File: config.mk
export PLATFORM = sky130hd
export DESIGN_NAME = seven_segment_scan_controller
export DESIGN_NICKNAME = d
export VERILOG_FILES = /design/src/rtl/seven_segment_scan_controller.sv
export SDC_FILE = /design/constraint.sdc
export NUM_CORES = 1
export LEC_CHECK = 0
export BUFFER_PORTS_ARGS = -buffer_cell sky130_fd_sc_hd__buf_4
export CORE_ASPECT_RATIO = 1.2
export CORE_MARGIN = 1.5
export CORE_UTILIZATION = 62
export DETAILED_ROUTE_END_ITERATION = 10
export HOLD_SLACK_MARGIN = 0.05
export PLACE_DENSITY = 0.83
export RECOVER_POWER = 25
export SLEW_MARGIN = 10
export SYNTH_ARGS = -nofsm -noshare
export SYNTH_HDL_FRONTEND = slang
export SYNTH_SLANG_ARGS = --single-unit
export TNS_END_PERCENT = 100
File: constraint.sdc
create_clock -name clk -period 5.5 [get_ports clk]
set_input_delay 1.65 -clock clk [delete_from_list [all_inputs] [get_ports clk]]
set_output_delay 1.65 -clock clk [all_outputs]
set_load 0.005 [all_outputs]
File: src/rtl/seven_segment_scan_controller.sv
// Round-robin scan controller for a multiplexed BCD seven-segment display.
// Optional build macro: LEADING_ZERO_BLANK_EN suppresses digit enables for leading zeros.
//
// state    | meaning
// ---------|--------------------------------------------------------------
// ST_BLANK | anti-ghosting gap at slot start; all digit enables low
// ST_DRIVE | current digit enabled (unless invalid or leading-zero blanked)
module seven_segment_scan_controller #(
    parameter int NUM_DIGITS   = 4,
    parameter int REFRESH_DIV  = 50000,
    parameter int BLANK_CYCLES = 16
) (
    input  logic                    clk,
    input  logic                    rst,
    input  logic                    load_valid,
    output logic                    load_ready,
    input  logic [4*NUM_DIGITS-1:0] load_data,
    output logic [3:0]              bcd,
    output logic [NUM_DIGITS-1:0]   digit_en,
    output logic                    frame_done
);

    localparam int CW = $clog2(REFRESH_DIV);
    localparam int IW = (NUM_DIGITS > 1) ? $clog2(NUM_DIGITS) : 1;
    localparam logic [CW-1:0] SLOT_LAST  = CW'(REFRESH_DIV - 1);
    localparam logic [CW-1:0] BLANK_LAST = CW'(BLANK_CYCLES - 1);
    localparam logic [IW-1:0] IDX_LAST   = IW'(NUM_DIGITS - 1);

    typedef enum logic {ST_BLANK, ST_DRIVE} state_t;

    state_t                  state, state_nxt;
    logic [CW-1:0]           cnt, cnt_nxt;
    logic [IW-1:0]           idx, idx_nxt;
    logic                    wrap;
    logic [4*NUM_DIGITS-1:0] display, display_nxt;
    logic [4*NUM_DIGITS-1:0] shadow;
    logic                    pending, pending_nxt;
    logic                    accept, commit;
    logic [3:0]              digit_nxt;
    logic [NUM_DIGITS-1:0]   lz_blank;
    logic [NUM_DIGITS-1:0]   en_nxt;

    // Slot sequencing: cnt spans the whole slot, blank portion first.
    always_comb begin
        state_nxt = state;
        cnt_nxt   = cnt + 1'b1;
        idx_nxt   = idx;
        wrap      = 1'b0;
        case (state)
            ST_BLANK: begin
                if (cnt == BLANK_LAST) state_nxt = ST_DRIVE;
            end
            ST_DRIVE: begin
                if (cnt == SLOT_LAST) begin
                    state_nxt = ST_BLANK;
                    cnt_nxt   = '0;
                    if (idx == IDX_LAST) begin
                        idx_nxt = '0;
                        wrap    = 1'b1;
                    end else begin
                        idx_nxt = idx + 1'b1;
                    end
                end
            end
            default: state_nxt = ST_BLANK;
        endcase
    end

    assign accept      = load_valid && load_ready;
    assign commit      = wrap && pending;
    assign pending_nxt = (pending && !commit) || accept;
    assign display_nxt = commit ? shadow : display;

    always_comb begin
        digit_nxt = '0;
        for (int i = 0; i < NUM_DIGITS; i++) begin
            if (idx_nxt == IW'(i)) digit_nxt = display_nxt[4*i +: 4];
        end
    end

`ifdef LEADING_ZERO_BLANK_EN
    logic lz_seen;
    // Digit 0 is never blanked so an all-zero image still shows "0".
    always_comb begin
        lz_blank = '0;
        lz_seen  = 1'b0;
        for (int i = NUM_DIGITS - 1; i >= 1; i--) begin
            if (display_nxt[4*i +: 4] != 4'd0) lz_seen = 1'b1;
            lz_blank[i] = !lz_seen;
        end
    end
`else
    assign lz_blank = '0;
`endif

    always_comb begin
        en_nxt = '0;
        for (int i = 0; i < NUM_DIGITS; i++) begin
            if (idx_nxt == IW'(i))
                en_nxt[i] = (state_nxt == ST_DRIVE) && (digit_nxt <= 4'd9) && !lz_blank[i];
        end
    end

    always_ff @(posedge clk) begin
        if (rst) begin
            state      <= ST_BLANK;
            cnt        <= '0;
            idx        <= '0;
            display    <= '0;
            shadow     <= '0;
            pending    <= 1'b0;
            load_ready <= 1'b1;
            bcd        <= '0;
            digit_en   <= '0;
            frame_done <= 1'b0;
        end else begin
            state      <= state_nxt;
            cnt        <= cnt_nxt;
            idx        <= idx_nxt;
            display    <= display_nxt;
            pending    <= pending_nxt;
            load_ready <= !pending_nxt;
            if (accept) shadow <= load_data;
            // bcd only moves on slot entry, while every enable is low.
            if (state_nxt == ST_BLANK && cnt_nxt == '0) bcd <= digit_nxt;
            digit_en   <= en_nxt;
            frame_done <= wrap;
        end
    end

endmodule

==> results of run 1 <==
==> cells by family after synthesis <==
logic type	count (synthesis)
buffers and inverters	22
DFF	62
muxes	20
and+or+nand+nor	142
adders and majority gates	2
AOI/OAI and AO/OA	51
xor gates and xnor gates	15
==> power breakdown <==
group          internal [mW]  leakage [nW]  switching (mW)
Combinational         0.0257         0.687          0.0300
Clock                  0.185        0.0865           0.157
Sequential             0.463         0.504         0.00905
==> cell usage in the layout, fill, tap and decap left out, types with 2 or more instances in the layout <==
cell type | Yosys | routed
a2111oi_0 | 4 | 4
a211o_1 | 4 | 4
a211oi_2 | 2 | 2
a21oi_1 | 28 | 28
a311oi_1 | 3 | 3
and3_1 | 5 | 5
buf_4 | 3 | 27
clkbuf_1 | 9 | 4
clkbuf_8 | 0 | 11
dfxtp_1 | 62 | 62
ha_1 | 2 | 2
inv_1 | 7 | 7
mux2_2 | 2 | 2
mux2i_1 | 16 | 16
nand2_1 | 50 | 50
nand2_2 | 2 | 2
nand2b_1 | 2 | 2
nand3_1 | 13 | 13
nand4_1 | 4 | 4
nor2_1 | 46 | 46
nor3_1 | 7 | 7
nor4_1 | 2 | 2
xnor2_1 | 12 | 12
xor2_1 | 3 | 3
==> registers in the layout (all words and copies together), names as in the netlist <==
name,flops
digit_en,4
cnt,16
frame_done,1
state,1
idx,2
load_ready,1
display,16
shadow,16
bcd,4
pending,1
==> worst max-delay path: cells and delay by family <==
family / cells / cell delay [ns]
buf+inv: 1 / 1.36
simple gates: 3 / 0.93
compound gates: 1 / 0.04
==> path summary, 6_finish.rpt <==
| check | from | to |
|---|---|---|
| max | rst | digit_en[3] |
| min reg2reg | shadow[12] | shadow[12] |
| max reg2reg | cnt[0] | bcd[2] |
| min | shadow[12] | shadow[12] |
==> area by class of cell <==
class	count	area [um2]	share of cell area, %
multi-input cells	230	1406	45.10
flip-flops and latches	62	1241	39.81
repair buffers	28	206.4	6.621
clock buffers	14	162.7	5.217
well taps	56	70.07	2.247
inverters	7	26.28	0.8427
clock inverters	1	5.005	0.1605
==> synth_stat cells, types with 2 or more instances <==
| cell type | count | area, um2 |
|---|---|---|
| dfxtp_1 | 62 | 1241 |
| buf_4 | 3 | 22.52 |
| nand2b_1 | 2 | 12.51 |
| nand3_1 | 13 | 65.06 |
| a311oi_1 | 3 | 26.28 |
| mux2_2 | 2 | 22.52 |
| a211o_1 | 4 | 35.03 |
| xor2_1 | 3 | 26.28 |
| a21oi_1 | 28 | 140.1 |
| nor3_1 | 7 | 35.03 |
| nor4_1 | 2 | 12.51 |
| clkbuf_1 | 9 | 33.78 |
| a2111oi_0 | 4 | 35.03 |
| a211oi_2 | 2 | 25.02 |
| inv_1 | 7 | 26.28 |
| ha_1 | 2 | 25.02 |
| nand2_2 | 2 | 12.51 |
| xnor2_1 | 12 | 105.1 |
| nor2_1 | 46 | 172.7 |
| nand4_1 | 4 | 25.02 |
| and3_1 | 5 | 31.28 |
| nand2_1 | 50 | 187.7 |
| buf_6 | 2 | 22.52 |
| mux2i_1 | 16 | 160.2 |
==> routing by layer <==
layer / global-route usage, % / wire [um]
met2: 43.85 / 2869
met4: 12.83 / 161
met3: 5.318 / 197
met1: 26.03 / 2310
met5: 0 / 0
==> impl_metrics.csv, run 1 <==
group,metric,value,unit
setup_path,crit_type,"input pin to flip-flop",
sta,slew_headroom,-29.84,%
yosys,synth_nets,335,
clocking,cts_setup_buffers,0,
floorplan,num_io_pins,29,
global_route,first_global_vias,2153,
cells_and_area,area_growth,13.07,%
sta,max_freq,264.6,MHz
yosys,synth_area,0.002758,mm2
global_route,grt_max_degree,45,
yosys,yosysSeqAreaShare,45.01,%
yosys,synth-compound-area-share,13.20,%
sta,period_share,68.72,%
setup_path,r2r_setup_slack,2.40,ns
setup_path,arrival,4.00,ns
setup_path,critical_path_peak_fanout,44,
clocking,cts_resized,0,
sta,clock_skew,0.005412,ns
clocking,cts.clk_slew.worst_paths,0.06,ns
clocking,cts_buffers,9,
cells_and_area,stdcell_count,398,
sta,fin_crit,3.780,ns
worst_hold_path,holdPathStages,2,
setup_path,critPathCaptureType,"flip-flop",
floorplan,die_w,63.88,um
power_and_ir_drop,p_leak,1.277,nW
clocking,cts_num_sinks,62,
yosys,yosys.area_share.simple,24.18,%
yosys,synth_xor_area_share,4.764,%
power_and_ir_drop,vdd_drop_max,182.7,uV
floorplan,die-area,0.004858,mm2
yosys,synthAdderAreaFrac,0.9074,%
floorplan,design.core.area,0.004262,mm2
clocking,clockBufferDepth,2,
yosys,ys_ff_latch,62,
detailed_routing,drc_errors,0,
sta,holdWs,0.4562,ns
detailed_routing,dr.pass1.iters,4,
yosys,ys.warnings.count,0,
yosys,syn_inst,314,
yosys,synth_top_flop_cell,"dfxtp_1",
detailed_routing,drt_iter0_markers,166,
detailed_routing,wl_per_cell,13.92,um
yosys,avgSynthCellArea,8.782,um2
sta,tightest_slew,1.948,ns
place,placedCellCount,383,
status,violations,"max-capacitance violations, max-slew violations",
global_route,grt_antenna_before_repair,0,
yosys,synth_edf_count,0,
clocking,cts-root-buf,"clkbuf_8",
detailed_routing,antenna_left,0,
cells_and_area,n_antenna_cell,0,
place,place_congestion,0.8599,
run,drv_cap,1,
global_route,grt_pass1_wl,9287,um
yosys,synth.distinct_cells,48,
clocking,clk_latency,0.33,ns
floorplan,die_y,76.06,um
status,status,"complete, but fails checks",
cells_and_area,fin_util,73.17,%
place,place_worst_setup_slack,2.427,ns
clocking,tritoncts,"yes",
setup_path,cp_data_required_time,5.72,ns
yosys,async_flop_share,0,%
place,port_buffers,28,
place,dpl_cell_area,0.002954,mm2
sta,slew_viol_final,45,
global_route,overflow,0,
setup_path,crit_chain,"clkbuf_1 > nand2b_1 > nor2_1 > nand3_1 > a21oi_1",
floorplan,rows,26,
setup_path,slowest_stage,"clkbuf_1",
sta,setup-violations-final,0,
power_and_ir_drop,total_power,0.8699,mW
detailed_routing,finalWirelength,5539,um
setup_path,r2r_cells,8,
setup_path,cpPeakStageDelay,1.36,ns
cells_and_area,final_cell_area,0.003118,mm2
detailed_routing,via_per_inst,5.683,
setup_path,start_kind,"input pin",
place,hpwl,3957,um
sta,grt_setup_unrepaired,"false",
detailed_routing,route.vias.total,2262,
clocking,cts.hold.buffers_added,0,
floorplan,initial_utilization,64.71,%
cells_and_area,drive_above_1_share,16.37,%
sta,finalWorstSetupSlack,1.720,ns
sta,setup_tns,0,ns
yosys,muxShareOfSynthArea,7.940,%
power_and_ir_drop,powerDensity,279.0,mW/mm2
cells_and_area,nFillCells,338,
yosys,synth_top_family_by_area,"simple AND/OR/NAND/NOR gates",
cells_and_area,nNetsFinal,359,
global_route,grt_usage,24.40,%
sta,hold_viol,0,
worst_hold_path,hp-class,"flip-flop to flip-flop",
clocking,htreeDepth,3,
Note: power is estimated with default switching activity, not from simulation.
==> inputs of run 2 (changes only) <==
Settings changed: CORE_UTILIZATION 62 to 52, PLACE_DENSITY 0.83 to 0.75.
Clock period 5.5 ns to 3.18 ns, I/O delays scaled along.
==> impl_metrics.csv, run 2 (synthesis results as in run 1) <==
group,metric,value,unit
detailed_routing,finalWirelength,5625,um
sta,slew_headroom,-30.11,%
setup_path,arrival,3.09,ns
detailed_routing,wl_per_cell,13.89,um
clocking,htreeDepth,3,
detailed_routing,route.vias.total,2259,
global_route,overflow,0,
clocking,cts_buffers,9,
clocking,cts_num_sinks,62,
sta,fin_crit,2.875,ns
status,violations,"max-capacitance violations, max-slew violations",
power_and_ir_drop,powerDensity,503.5,mW/mm2
cells_and_area,drive_above_1_share,17.68,%
setup_path,critical_path_peak_fanout,8,
setup_path,cp_data_required_time,3.40,ns
sta,clock_skew,0.005610,ns
clocking,cts.clk_slew.worst_paths,0.06,ns
setup_path,crit_cells,8,
sta,setup-violations-final,0,
floorplan,die_w,69.48,um
clocking,clockBufferDepth,2,
setup_path,r2r_setup_slack,0.30,ns
place,placedCellCount,389,
sta,period_share,90.42,%
setup_path,setup.worst_path.end,"bcd[2]",
floorplan,die_y,82.77,um
power_and_ir_drop,p_leak,1.306,nW
clocking,cts.hold.buffers_added,0,
detailed_routing,drt_iter0_markers,144,
clocking,cts_resized,0,
worst_hold_path,hp-class,"flip-flop to flip-flop",
cells_and_area,stdcell_count,405,
detailed_routing,via_per_inst,5.578,
setup_path,crit_chain,"ha_1 > nand3_1 > nor4_1 > xnor2_1 > o2111ai_1 > a2111oi_4 > nor2_1 > a311oi_1",
sta,setup_tns,0,ns
setup_path,path_buf_inv,0,
detailed_routing,drc_errors,0,
place,place_congestion,0.8910,
setup_path,reg2reg_to,"bcd[2]",
floorplan,rows,28,
setup_path,critPathTopFamily,"compound AO/OA/AOI/OAI gates",
clocking,tritoncts,"yes",
clocking,cts_setup_buffers,0,
cells_and_area,area_growth,14.97,%
global_route,grt_max_degree,45,
setup_path,start_kind,"flip-flop",
setup_path,slowest_stage,"a2111oi_4",
cells_and_area,mostFrequentLayoutCells,"dfxtp_1 (62), nand2_1 (50), nor2_1 (46), buf_4 (29), a21oi_1 (28)",
power_and_ir_drop,vdd_drop_max,306.6,uV
setup_path,crit_type,"flip-flop to flip-flop",
setup_path,r2r_cells,8,
setup_path,worstSetupStartpoint,"cnt[0]",
setup_path,critPathCaptureType,"flip-flop",
global_route,grt_antenna_before_repair,0,
floorplan,design.core.area,0.005010,mm2
setup_path,cpPeakStageDelay,0.64,ns
cells_and_area,nNetsFinal,361,
cells_and_area,n_antenna_cell,0,
cells_and_area,final_cell_area,0.003171,mm2
sta,hold_viol,0,
clocking,cts-root-buf,"clkbuf_8",
detailed_routing,antenna_left,0,
detailed_routing,dr.pass1.iters,4,
place,hpwl,3940,um
status,status,"complete, but fails checks",
floorplan,initial_utilization,55.04,%
sta,max_freq,347.8,MHz
power_and_ir_drop,total_power,1.596,mW
clocking,clk_latency,0.33,ns
setup_path,r2r-start,"cnt[0]",
cells_and_area,reg_top3,"cnt (16), display (16), shadow (16)",
run,drv_cap,1,
sta,tightest_slew,1.952,ns
sta,grt_setup_unrepaired,"false",
floorplan,die-area,0.005750,mm2
floorplan,num_io_pins,29,
sta,slew_viol_final,45,
global_route,first_global_vias,2061,
global_route,grt_usage,20.84,%
cells_and_area,final_common_cell,"dfxtp_1",
place,dpl_cell_area,0.002974,mm2
global_route,grt_pass1_wl,9211,um
place,port_buffers,28,
## run 2: changes by cell type in the layout (fill, tap and decap cells not counted), sizes merged
cell and delta:
clkbuf -2, buf +2, clkinv +2, bufinv +1
## run 2: report_power, final
| group | total (mW) | internal (mW) | switching (mW) |
|---|---|---|---|
| Clock | 0.685 | 0.401 | 0.284 |
| Sequential | 0.816 | 0.800 | 0.0158 |
| Combinational | 0.0961 | 0.0452 | 0.0509 |
| Total | 1.60 | 1.25 | 0.351 |
## run 2: how the worst min path moves through the flow
stage,from,end,slack [ns],cells after the start
after floorplan,shadow[1],shadow[1],0.43,2
after global placement,shadow[11],shadow[11],0.45,2
after detailed placement,shadow[9],shadow[9],0.45,2
after CTS,shadow[9],shadow[9],0.46,2
after global routing,shadow[9],shadow[9],0.48,2
final,shadow[7],shadow[7],0.46,2
## run 2: tightest hold or removal path: stages (launching register included)
cell and delay [ns]:
dfxtp_1 0.31, nand2_1 0.05, a21oi_1 0.05
## run 2: layout make-up
type | count | area [um2]
inverters | 7 | 26.28
multi-input cells | 230 | 1406
fillers | 449 | 1839
flip-flops and latches | 62 | 1241
clock buffers | 12 | 155.1
well taps | 60 | 75.07
clock inverters | 4 | 45.04
repair buffers | 30 | 221.5
## run 2: per-layer routing
metal  wire length, um  share of wire (%)  GRT usage, %
met2              2831                 50         35.48
met4               153                2.7         15.10
met5                 0                  0             0
met1              2465                 44         23.64
met3               175                3.1         4.227
## run 2: metrics by stage
stage	hold slack, ns	worst slack [ns]	util (%)
final	0.4573	0.3045	63.29
after global routing	0.4776	0.01543	63.29
after CTS	0.4601	0.3339	63.36
after detailed placement	0.4516	0.3579	59.37
after global placement	0.4451	0.4978	59.37
after floorplan	0.4319	0.7271	-
==> inputs of run 3 (changes only) <==
Settings changed: BUFFER_PORTS_ARGS -buffer_cell sky130_fd_sc_hd__buf_4 to -buffer_cell sky130_fd_sc_hd__buf_2, HOLD_SLACK_MARGIN 0.05 to 0.15.
==> impl_metrics.csv, run 3 (synthesis results as in run 1) <==
group,metric,value,unit
status,status,"complete, but fails checks",
status,violations,"max-capacitance violations, max-slew violations",
clocking,clockBufferDepth,2,
detailed_routing,drt_iter0_markers,155,
power_and_ir_drop,vdd_drop_max,463.5,uV
worst_hold_path,min_from,"shadow[9]",
clocking,cts_num_sinks,62,
worst_hold_path,hp-class,"flip-flop to flip-flop",
place,placedCellCount,390,
cells_and_area,fin_util,61.56,%
cells_and_area,n_antenna_cell,0,
place,place_worst_setup_slack,0.3261,ns
setup_path,worstSetupStartpoint,"cnt[0]",
cells_and_area,drive_above_1_share,17.20,%
setup_path,arrival,3.17,ns
setup_path,r2r_setup_slack,0.27,ns
worst_hold_path,holdPathEnd,"shadow[9]",
power_and_ir_drop,powerDensity,501.5,mW/mm2
global_route,grt_usage,20.91,%
place,place_congestion,0.8392,
detailed_routing,via_per_inst,5.526,
cells_and_area,final_cell_area,0.003084,mm2
detailed_routing,dr.pass1.iters,5,
setup_path,path_buf_inv,0,
floorplan,rows,28,
sta,finalWorstSetupSlack,0.2731,ns
detailed_routing,route.vias.total,2227,
setup_path,reg2reg_to,"digit_en[1]",
cells_and_area,reg_top3,"cnt (16), display (16), shadow (16)",
detailed_routing,wl_per_cell,13.70,um
setup_path,cp_data_required_time,3.44,ns
setup_path,critPathCaptureType,"flip-flop",
global_route,grt_antenna_before_repair,0,
sta,tightest_slew,1.828,ns
power_and_ir_drop,p_leak,1.279,nW
setup_path,start_kind,"flip-flop",
setup_path,r2r-start,"cnt[0]",
power_and_ir_drop,total_power,1.547,mW
sta,slew_headroom,-21.87,%
sta,clock_skew,0.007453,ns
power_and_ir_drop,swShare,22.04,%
detailed_routing,drc_errors,0,
setup_path,r2r_cells,8,
sta,setup-violations-final,0,
global_route,first_global_vias,2061,
setup_path,slowest_stage,"a2111oi_0",
clocking,tritoncts,"yes",
floorplan,num_io_pins,29,
detailed_routing,antenna_left,0,
setup_path,crit_chain,"ha_1 > and3_4 > and4_1 > nand2_2 > a2111oi_0 > a211o_1 > nand4_2 > a21oi_1",
clocking,cts_resized,0,
clocking,htreeDepth,3,
power_and_ir_drop,seq_power_share,52.7,%
clocking,cts_setup_buffers,0,
global_route,overflow,0,
sta,setup_tns,0,ns
clocking,cts.clk_slew.worst_paths,0.06,ns
clocking,cts-root-buf,"clkbuf_8",
place,port_buffers,28,
sta,slew_viol_final,44,
floorplan,die_y,82.77,um
place,hpwl,3918,um
power_and_ir_drop,pwr-share-comb,5.6,%
clocking,cts.hold.buffers_added,0,
setup_path,cpPeakStageDelay,0.64,ns
setup_path,crit_type,"flip-flop to flip-flop",
cells_and_area,stdcell_count,403,
sta,period_share,91.41,%
floorplan,die-area,0.005750,mm2
floorplan,initial_utilization,55.04,%
power_and_ir_drop,switchingPower,0.3409,mW
sta,max_freq,344.0,MHz
global_route,grt_pass1_wl,9370,um
clocking,clk_latency,0.33,ns
floorplan,die_w,69.48,um
sta,hold_viol,0,
setup_path,critPathTopFamily,"simple AND/OR/NAND/NOR gates",
cells_and_area,nNetsFinal,362,
cells_and_area,area_growth,11.84,%
cells_and_area,final_common_cell,"dfxtp_1",
cells_and_area,nFillCells,451,
run,drv_cap,1,
detailed_routing,finalWirelength,5522,um
global_route,grt_max_degree,44,
setup_path,critical_path_peak_fanout,20,
clocking,cts_buffers,9,
place,dpl_cell_area,0.002912,mm2
floorplan,design.core.area,0.005010,mm2
worst_hold_path,holdPathStages,2,
sta,fin_crit,2.907,ns
cells_and_area,mostFrequentLayoutCells,"dfxtp_1 (62), nand2_1 (50), nor2_1 (46), a21oi_1 (28), buf_2 (28)",
sta,holdWs,0.4554,ns
power_and_ir_drop,p_int,1.206,mW
sta,grt_setup_unrepaired,"false",
power_and_ir_drop,pwr-share-clk,41.6,%
run 3: worst max path at each step:
stage                        to  cells after the start
CTS                 digit_en[3]                      8
global placement    digit_en[2]                      8
finish              digit_en[1]                      8
global route        digit_en[1]                      8
detailed placement  digit_en[3]                      8
floorplan                bcd[3]                      8
run 3: worst min-delay path, stage by stage, from the launching register on:
cell	delay (ns)
dfxtp_1	0.31
nand2_1	0.05
a21oi_1	0.05
run 3: area by class of cell:
class                      count  area (um2)  area share, %
inverter                       7       26.28         0.8519
timing repair buffer          31       158.9          5.152
clock inverter                 2       35.03          1.136
multi-input combinational    230        1406          45.60
tap                           60       75.07          2.434
sequential                    62        1241          40.24
clock buffer                  11       141.4          4.584
run 3: per-layer routing:
layer | vias to the layer above | share of wire, % | track usage, %
met3 | 10 | 3.3 | 5.556
li1 | 1141 | - | -
met1 | 1032 | 44 | 25.04
met4 | 0 | 1.5 | 10.59
met2 | 44 | 51 | 35.10
met5 | - | 0 | 0
run 3: power by group through the flow:
stage / sequential, mW / clock (mW) / combinational, mW
5_1_grt: 0.817 / 0.693 / 0.0989
2_1_floorplan: 0.829 / 0 / 0.0589
4_1_cts: 0.815 / 0.660 / 0.0886
6_report: 0.815 / 0.644 / 0.0872
3_3_place_gp: 0.832 / 0 / 0.0866
3_5_place_dp: 0.833 / 0 / 0.0882
